--- src/rtl/mips_mem_pkg.sv ---
// Shared definitions for the MEM-stage access unit: memory aluop codes,
// op classification helpers and the access FSM state encoding.
package mips_mem_pkg;

    localparam logic [7:0] ALUOP_LB  = 8'b1110_0000;
    localparam logic [7:0] ALUOP_LBU = 8'b1110_0100;
    localparam logic [7:0] ALUOP_LH  = 8'b1110_0001;
    localparam logic [7:0] ALUOP_LHU = 8'b1110_0101;
    localparam logic [7:0] ALUOP_LW  = 8'b1110_0011;
    localparam logic [7:0] ALUOP_SB  = 8'b1110_1000;
    localparam logic [7:0] ALUOP_SH  = 8'b1110_1001;
    localparam logic [7:0] ALUOP_SW  = 8'b1110_1011;

    typedef enum logic [0:0] {
        MAU_IDLE = 1'b0,
        MAU_BUSY = 1'b1
    } mau_state_e;

    function automatic logic is_load(input logic [7:0] op);
        return (op == ALUOP_LB) || (op == ALUOP_LBU) || (op == ALUOP_LH) ||
               (op == ALUOP_LHU) || (op == ALUOP_LW);
    endfunction

    function automatic logic is_store(input logic [7:0] op);
        return (op == ALUOP_SB) || (op == ALUOP_SH) || (op == ALUOP_SW);
    endfunction

    function automatic logic is_mem(input logic [7:0] op);
        return is_load(op) || is_store(op);
    endfunction

    // Halfword ops need an even address, word ops a word-aligned one.
    function automatic logic is_misaligned(input logic [7:0] op, input logic [1:0] off);
        logic half_op;
        logic word_op;
        half_op = (op == ALUOP_LH) || (op == ALUOP_LHU) || (op == ALUOP_SH);
        word_op = (op == ALUOP_LW) || (op == ALUOP_SW);
        return (half_op && off[0]) || (word_op && (off != 2'b00));
    endfunction

endpackage

--- src/rtl/mem_lane_align.sv ---
// Byte-lane steering between the 32-bit data bus and register values:
// store byte enables and lane replication, load lane extract and extension.
module mem_lane_align
    import mips_mem_pkg::*;
#(
    parameter int DATA_W  = 32,
    parameter int ALUOP_W = 8
) (
    input  logic [ALUOP_W-1:0] aluop,
    input  logic [1:0]         byte_off,
    input  logic [DATA_W-1:0]  st_data,
    input  logic [DATA_W-1:0]  ld_raw,
    output logic [3:0]         be,
    output logic [DATA_W-1:0]  st_lanes,
    output logic [DATA_W-1:0]  ld_data
);

    logic [7:0]  ld_byte;
    logic [15:0] ld_half;

    // Store side: loads read the whole word, sub-word stores replicate data.
    always_comb begin
        be       = 4'b1111;
        st_lanes = '0;
        case (aluop)
            ALUOP_SB: begin
                be       = 4'b0001 << byte_off;
                st_lanes = {4{st_data[7:0]}};
            end
            ALUOP_SH: begin
                be       = byte_off[1] ? 4'b1100 : 4'b0011;
                st_lanes = {2{st_data[15:0]}};
            end
            ALUOP_SW: st_lanes = st_data;
            default:  ;
        endcase
    end

    // Load side: pick the addressed lane, shift it to bit 0, then extend.
    always_comb begin
        case (byte_off)
            2'd0:    ld_byte = ld_raw[7:0];
            2'd1:    ld_byte = ld_raw[15:8];
            2'd2:    ld_byte = ld_raw[23:16];
            default: ld_byte = ld_raw[31:24];
        endcase
        ld_half = byte_off[1] ? ld_raw[31:16] : ld_raw[15:0];
        case (aluop)
            ALUOP_LB:  ld_data = {{(DATA_W-8){ld_byte[7]}}, ld_byte};
            ALUOP_LBU: ld_data = {{(DATA_W-8){1'b0}}, ld_byte};
            ALUOP_LH:  ld_data = {{(DATA_W-16){ld_half[15]}}, ld_half};
            ALUOP_LHU: ld_data = {{(DATA_W-16){1'b0}}, ld_half};
            default:   ld_data = ld_raw;
        endcase
    end

endmodule

--- src/rtl/mem_access_unit.sv ---
// MEM-stage data-memory access unit. Non-memory ops pass to MEM/WB in one
// cycle; loads/stores run one req/ack bus transaction while the upstream
// pipeline is stalled; misaligned accesses raise a one-cycle exception.
module mem_access_unit
    import mips_mem_pkg::*;
#(
    parameter int DATA_W  = 32,
    parameter int REG_AW  = 5,
    parameter int ALUOP_W = 8
) (
    input  logic               clk,
    input  logic               rst,
    input  logic               in_valid,
    input  logic [REG_AW-1:0]  in_wd,
    input  logic               in_wreg,
    input  logic [DATA_W-1:0]  in_wdata,
    input  logic [ALUOP_W-1:0] in_aluop,
    input  logic [DATA_W-1:0]  in_mem_addr,
    input  logic [DATA_W-1:0]  in_reg2,
    output logic               stall_req,
    output logic               dm_req,
    output logic               dm_we,
    output logic [DATA_W-1:0]  dm_addr,
    output logic [3:0]         dm_be,
    output logic [DATA_W-1:0]  dm_wdata,
    input  logic               dm_ack,
    input  logic [DATA_W-1:0]  dm_rdata,
    output logic               out_valid,
    output logic [REG_AW-1:0]  out_wd,
    output logic               out_wreg,
    output logic [DATA_W-1:0]  out_wdata,
    output logic               exc_misaligned,
    output logic [DATA_W-1:0]  exc_badvaddr
);

    localparam logic [0:0] IDLE = MAU_IDLE;
    localparam logic [0:0] BUSY = MAU_BUSY;

    logic [0:0]         state;
    logic [ALUOP_W-1:0] aluop_p1;
    logic [1:0]         off_p1;
    logic [REG_AW-1:0]  wd_p1;
    logic               wreg_p1;

    logic               in_mem;
    logic               in_store;
    logic               in_misal;
    logic [ALUOP_W-1:0] sel_aluop;
    logic [1:0]         sel_off;
    logic [3:0]         be_c;
    logic [DATA_W-1:0]  lanes_c;
    logic [DATA_W-1:0]  ldata_c;

    // Classify the incoming EX/MEM entry.
    always_comb begin
        in_mem   = is_mem(in_aluop);
        in_store = is_store(in_aluop);
        in_misal = is_misaligned(in_aluop, in_mem_addr[1:0]);
    end

    // Lane logic follows the live entry in IDLE and the captured op in BUSY.
    always_comb begin
        sel_aluop = (state == BUSY) ? aluop_p1 : in_aluop;
        sel_off   = (state == BUSY) ? off_p1   : in_mem_addr[1:0];
    end

    mem_lane_align #(
        .DATA_W  (DATA_W),
        .ALUOP_W (ALUOP_W)
    ) u_lane (
        .aluop    (sel_aluop),
        .byte_off (sel_off),
        .st_data  (in_reg2),
        .ld_raw   (dm_rdata),
        .be       (be_c),
        .st_lanes (lanes_c),
        .ld_data  (ldata_c)
    );

    // Stall while an aligned memory op is issuing or awaiting its ack.
    always_comb begin
        if (state == BUSY)
            stall_req = !dm_ack;
        else
            stall_req = in_valid && in_mem && !in_misal;
    end

    // Access FSM, bus request registers and MEM/WB result register.
    always_ff @(posedge clk) begin
        if (rst) begin
            state          <= IDLE;
            dm_req         <= 1'b0;
            dm_we          <= 1'b0;
            dm_addr        <= '0;
            dm_be          <= '0;
            dm_wdata       <= '0;
            out_valid      <= 1'b0;
            out_wd         <= '0;
            out_wreg       <= 1'b0;
            out_wdata      <= '0;
            exc_misaligned <= 1'b0;
            exc_badvaddr   <= '0;
            aluop_p1       <= '0;
            off_p1         <= '0;
            wd_p1          <= '0;
            wreg_p1        <= 1'b0;
        end else begin
            exc_misaligned <= 1'b0;
            case (state)
                IDLE: begin
                    if (!in_valid) begin
                        out_valid <= 1'b0;
                        out_wreg  <= 1'b0;
                    end else if (!in_mem) begin
                        out_valid <= 1'b1;
                        out_wd    <= in_wd;
                        out_wreg  <= in_wreg;
                        out_wdata <= in_wdata;
                    end else if (in_misal) begin
                        out_valid      <= 1'b1;
                        out_wd         <= in_wd;
                        out_wreg       <= 1'b0;
                        out_wdata      <= '0;
                        exc_misaligned <= 1'b1;
                        exc_badvaddr   <= in_mem_addr;
                    end else begin
                        out_valid <= 1'b0;
                        out_wreg  <= 1'b0;
                        dm_req    <= 1'b1;
                        dm_we     <= in_store;
                        dm_addr   <= {in_mem_addr[DATA_W-1:2], 2'b00};
                        dm_be     <= be_c;
                        dm_wdata  <= lanes_c;
                        aluop_p1  <= in_aluop;
                        off_p1    <= in_mem_addr[1:0];
                        wd_p1     <= in_wd;
                        wreg_p1   <= in_wreg;
                        state     <= BUSY;
                    end
                end
                default: begin
                    if (dm_ack) begin
                        dm_req    <= 1'b0;
                        state     <= IDLE;
                        out_valid <= 1'b1;
                        out_wd    <= wd_p1;
                        out_wreg  <= is_store(aluop_p1) ? 1'b0 : wreg_p1;
                        out_wdata <= is_store(aluop_p1) ? '0 : ldata_c;
                    end else begin
                        out_valid <= 1'b0;
                    end
                end
            endcase
        end
    end

endmodule
--- config.mk ---
export PLATFORM = sky130hd
export DESIGN_NAME = mem_access_unit
export DESIGN_NICKNAME = d
export VERILOG_FILES = /design/src/rtl/mips_mem_pkg.sv /design/src/rtl/mem_lane_align.sv /design/src/rtl/mem_access_unit.sv
export SDC_FILE = /design/constraint.sdc
export NUM_CORES = 1
export LEC_CHECK = 0
export ABC_AREA = 0
export BUFFER_PORTS_ARGS = -buffer_cell sky130_fd_sc_hd__buf_4
export CELL_PAD_IN_SITES_DETAIL_PLACEMENT = 0
export CELL_PAD_IN_SITES_GLOBAL_PLACEMENT = 1
export CORE_ASPECT_RATIO = 1.75
export CORE_UTILIZATION = 35
export CTS_CLUSTER_DIAMETER = 40
export CTS_CLUSTER_SIZE = 25
export DETAILED_ROUTE_END_ITERATION = 10
export PLACE_DENSITY_LB_ADDON = 0.1
export SYNTH_ARGS = -nofsm -noshare
export SYNTH_HDL_FRONTEND = slang
export SYNTH_SLANG_ARGS = --single-unit
--- constraint.sdc ---
create_clock -name clk -period 4.6 [get_ports clk]
set_clock_uncertainty 0.1 [all_clocks]
set_input_delay 0.92 -clock clk [delete_from_list [all_inputs] [get_ports clk]]
set_output_delay 0.92 -clock clk [all_outputs]
set_load 0.01 [all_outputs]
# Yosys cells after proc, flatten, opt, wreduce, memory -nomap -nowiden
# Cells that the tools add are included.
[word_totals]
out_inout_bits = 143
elab_cells = 112
reg_bits = 157
[classes]
n_bitwise = 4
n_shift = 1
n_reduce_logical = 28
n_eq_ne = 23
muxes = 40
[ops]
columns = ["operator", "n"]
rows = [
  ["$mux W32", 6],
  ["$eq A8 B8 Y1 const B", 18],
  ["$pmux W32 S4", 1],
  ["$pmux W32 S3", 1],
  ["$mux W5", 5],
  ["$pmux W8 S3", 1],
  ["$mux W1", 21],
  ["$mux W16", 1],
  ["$logic_or A1 B1 Y1", 13],
  ["$reduce_and A4 Y1", 3],
  ["$mux W8", 1],
  ["$pmux W4 S2", 1],
  ["$reduce_bool A2 Y1", 3],
  ["$logic_and A1 B1 Y1", 4],
  ["$mux W4", 1],
  ["$ne A2 B2 Y1 const B", 2],
  ["$not A1 Y1", 4],
  ["$reduce_or A4 Y1", 1],
  ["$shl A1 B2 Y4 const A", 1],
  ["$ne A3 B2 Y1 const B", 1],
  ["$reduce_and A3 Y1", 1],
  ["$eq A2 B1 Y1 const B", 1],
  ["$eq A2 B2 Y1 const B", 1],
  ["$logic_not A1 Y1", 2],
  ["other kinds (2)", 2],
]

# Logic depth before layout (Yosys ltp)
[logic_depth]
ltp_word = 9
mapped_depth = 9
ltp_nobuf = 5

# Cells and area by module
# A second synthesis with hierarchy kept.
[hier_totals]
cells_unflattened = 1027
area_unflattened_um2 = 8186.6
[modules_own_cells]
columns = ["module", "area_per_inst_um2", "instances", "cells_each", "seq_area_each_um2"]
rows = [
  ["mem_access_unit", 6656.4, 1, 791, 3143.0],
  ["mem_lane_align", 1530.2, 1, 236, 0.0],
]

# Least setup slack after synthesis
# Ideal clock, no wire load.
[synth_path]
kind = "input port to output port"
startpoint = "input port in_aluop[1]"
endpoint = "output port stall_req"
arrival_ns = 2.267
path_slack_ns = 1.313
cell_stages = 7
required_time_ns = 3.580
cell_sequence = "buf_6 o21a_1 or3_4 a211o_1 clkbuf_1 buf_2 o21ai_1"
[synth_between]
elab_chain_cells = 9
[synth_rtl]
columns = ["item", "line", "text"]
rows = [
  ["start: declaration", "mem_access_unit.sv:17", "input logic [ALUOP_W-1:0] in_aluop,"],
  ["$eq A8 B8 Y1", "mips_mem_pkg.sv:20", "return (op == ALUOP_LB) || (op == ALUOP_LBU) || (op == ALUOP_LH) ||"],
  ["$logic_or A1 B1 Y1 (3 in a row)", "mips_mem_pkg.sv:20", ""],
  ["$logic_or A1 B1 Y1", "mips_mem_pkg.sv:21", "(op == ALUOP_LHU) || (op == ALUOP_LW);"],
  ["$logic_or A1 B1 Y1", "mips_mem_pkg.sv:29", "return is_load(op) || is_store(op);"],
  ["$logic_and A1 B1 Y1", "mem_access_unit.sv:85", "stall_req = in_valid && in_mem && !in_misal;"],
  ["$logic_and A1 B1 Y1 (*)", "mem_access_unit.sv:85", ""],
  ["$mux W1 (*)", "mem_access_unit.sv:82", "if (state == BUSY)"],
  ["end: declaration", "mem_access_unit.sv:20", "output logic stall_req,"],
]
# Every way passes the cells marked *; elsewhere a longest branch is shown, timed or not.

# Worst setup path in the final report
[layout_path]
startpoint = "register state"
endpoint = "output port stall_req"
[layout_between]
elab_chain_cells = 1
[layout_rtl]
columns = ["item", "line", "text"]
rows = [
  ["start: declaration", "mem_access_unit.sv:39", "logic [0:0] state;"],
  ["start signal: assignment", "mem_access_unit.sv:91", "state <= IDLE;"],
  ["start signal: assignment", "mem_access_unit.sv:138", "state <= BUSY;"],
  ["start signal: assignment", "mem_access_unit.sv:144", "state <= IDLE;"],
  ["$mux W1", "mem_access_unit.sv:82", ""],
]
# No other way between the ends.

==> qor.yml <==
outcome:
  status: "completed"
worst_setup_path:
  crit_arrival_ps: 2350
  crit_chain: "nand2b_4 -> or3_4 -> a211o_2 -> o21ai_1 -> buf_4"
  startpoint_type: "flip-flop"
  worstRegToRegCells: 5
  slowest_stage: "dfxtp_2"
  worst_setup_path_end_kind: "output port"
  cp_data_required_time_ps: 3580
  crit_type: "flip-flop to output port"
  slowest_delay_ps: 580
  path_max_fanout: 35
floorplan:
  die_w_um: 111
  ios: 289
  die_h_um: 192
  die-area_mm2: 0.0212
  row_count: 69
  fp.coreArea_mm2: 0.0203
  initial_core_util_pct: 35.6
clock_network:
  cts_buffers: 17
  root_buffer: "clkbuf_16"
  h-tree-depth: 4
  clkSinkCount: 157
  clkTransAtPathRegs_ps: 60
  cts_tree: "yes"
  cts_setup_buffers: 0
  insertion_delay_ps: 420
  cts_buffer_depth: 2
  hold_buffers: 0
  cts_resized: 0
synthesis:
  syn_avg_cell_area_um2: 8.55
  synth_cell_types: 57
  synthCells: 845
  synth_warnings: 0
  synthesis.area_mm2: 0.00722
  seq_area_frac_synth_pct: 43.5
  ys_ff_latch: 157
power:
  netSwitchingPower_w: 0.000800
  power.share.clock_pct: 44.8
  ir_drop_mv: 0.283
  pwr-share-seq_pct: 43.4
  combinationalPowerShare_pct: 11.8
  internal_power_w: 0.00245
  total_leakage_power_nw: 4.06
  swShare_pct: 24.6
  power.density_mw_per_mm2: 324
timing:
  min_period_ps: 3370
  finalSetupTns_ps: 0
  max_freq_ghz: 0.297
  setup_violations: 0
  rsz0062_at_grt: "no"
  slew_violations: 0
  max_slew.worst_pin.slew_ps: 872
  final_hold_viol_count: 0
  post-route-period-util_pct: 73.2
  maxSlewHeadroom_pct: 41.7
global_route:
  grt_pass1_vias: 6753
  grt_max_degree: 69
  grt_overflow: 0
  track_usage_pct: 22.8
  antenna_found_initial: 0
  grt_first_pass_wirelength_um: 37900
finish:
  final_core_util_pct: 49.5
  drive_above_1_share_pct: 33.5
  syn_to_final_growth_pct: 38.9
  stdcell_count: 1354
  diodes: 0
  nets: 1239
  final_cell_mix: "298 x buf_4, 156 x dfxtp_1, 147 x nand2_1"
  layout.cells.most_common: "buf_4"
  fill_cells: 2063
detailed_routing:
  via_count: 7050
  avgViaCountPerCell: 5.21
  routed_wl_um: 24700
  drc: 0
  wl_per_cell_um: 18.2
  first_pass_iters: 5
  detail-route-antenna-nets: 0
  drtIter0Drc: 358
placement:
  io_buffer_count: 286
  dp_cells: 1322
  routabilityCongestion: 0.810
  place.detailed.hpwl_um: 17700
hold_path:
  hp-class: "flip-flop to flip-flop"
  min_path_cells: 2
run:
  maxCapViolations: 0
sequential cells by signal, indices dropped and copies added, names as in the netlist, 4 cells and up:
register	flops
dm_wdata	32
wd_p1	5
out_wd	5
dm_addr	30
out_wdata	32
dm_be	4
aluop_p1	8
exc_badvaddr	32
per-layer routing:
metal	GRT usage (%)	part of all wire, %	up-vias
li1	-	-	3476
met1	26.2	40	3301
met2	40.1	52	237
met3	5.30	5.2	36
met4	9.95	2.8	0
met5	0	0	-
logic make-up after synthesis:
kind of cell,synth area share (%)
simple gates,19.3
flops,43.5
buf+inv,6.22
compound gates,23.2
other cells,0.0519
mux,7.74
final timing paths:
path	start	to	slack, ps
worst min register to register	wd_p1[1]	wd_p1[1]	350
worst min-delay path	wd_p1[1]	wd_p1[1]	350
worst max-delay path	state	stall_req	1230
worst max register to register	state	out_wdata[16]	1450
critical path, delay by kind of cell, from the launching register on:
kind	cells	cell delay [ps]
AOI/OAI and AO/OA	2	450
buffers and inverters	1	180
DFF	1	580
and+or+nand+nor	2	720
per-stage QoR:
| step | hold slack (ps) | worst slack, ps | instance area [µm²] | power (W) |
|---|---|---|---|---|
| after floorplan | 336 | 1310 | 7230 | 0.00162 |
| after global placement | 340 | 1230 | 9420 | 0.00182 |
| after detailed placement | 347 | 1220 | 9420 | 0.00183 |
| after CTS | 356 | 1190 | 10000 | 0.00330 |
| after global routing | 373 | 1120 | 10000 | 0.00338 |
| final | 354 | 1230 | 10000 | 0.00325 |
power groups by stage:
| stage | Sequential [W] | Clock, W | Combinational [W] |
|---|---|---|---|
| 4_1_cts | 0.00141 | 0.00150 | 0.000387 |
| 3_3_place_gp | 0.00144 | 0 | 0.000386 |
| 6_report | 0.00141 | 0.00145 | 0.000384 |
| 3_5_place_dp | 0.00144 | 0 | 0.000386 |
| 2_1_floorplan | 0.00145 | 0 | 0.000166 |
| 5_1_grt | 0.00141 | 0.00155 | 0.000416 |
area by class of cell:
type	instances	area (µm²)	share of cell area (%)
clock inverters	13	166	1.66
clock buffers	19	443	4.41
well taps	248	310	3.09
flip-flops and latches	157	3140	31.3
multi-input cells	603	3660	36.4
repair buffers	299	2260	22.5
inverters	15	56.3	0.561
Yosys cell counts (all sizes together):
master   count  share of area (%)
o21bai       7               0.73
o21ai       15                1.2
mux2i       44                6.4
a311oi       5               0.61
o22ai        1              0.087
clkbuf      30                1.6
a41oi        1               0.38
nor4         5               0.64
or4          5               0.52
or2          2               0.17
nand4        1              0.087
buf         41                3.9
a211oi      42                5.2
mux2         6               0.99
nand4b       2               0.45
o311a        7               0.97
a21oi       80                5.5
o32a         1               0.14
mux4         1               0.31
a22oi       16                1.7
dfxtp      157                 44
a221oi      16                1.9
inv         15               0.78
nand2b       5               0.54
nand2      147                7.6
o21a         2               0.21
o32ai        1               0.38
nor3b        3               0.31
conb         1              0.052
a311o        3               0.42
a2111oi      6                1.4
nor4b        1               0.21
nor2       123                6.4
o221ai       5               0.61
and2         3               0.26
o211ai      10                1.0
a211o        1               0.12
nor3        14               0.97
or3          1               0.16
a31oi        6               0.52
nand3        9               0.62
nor2b        4               0.35
Power figures use the tool's default switching activity.
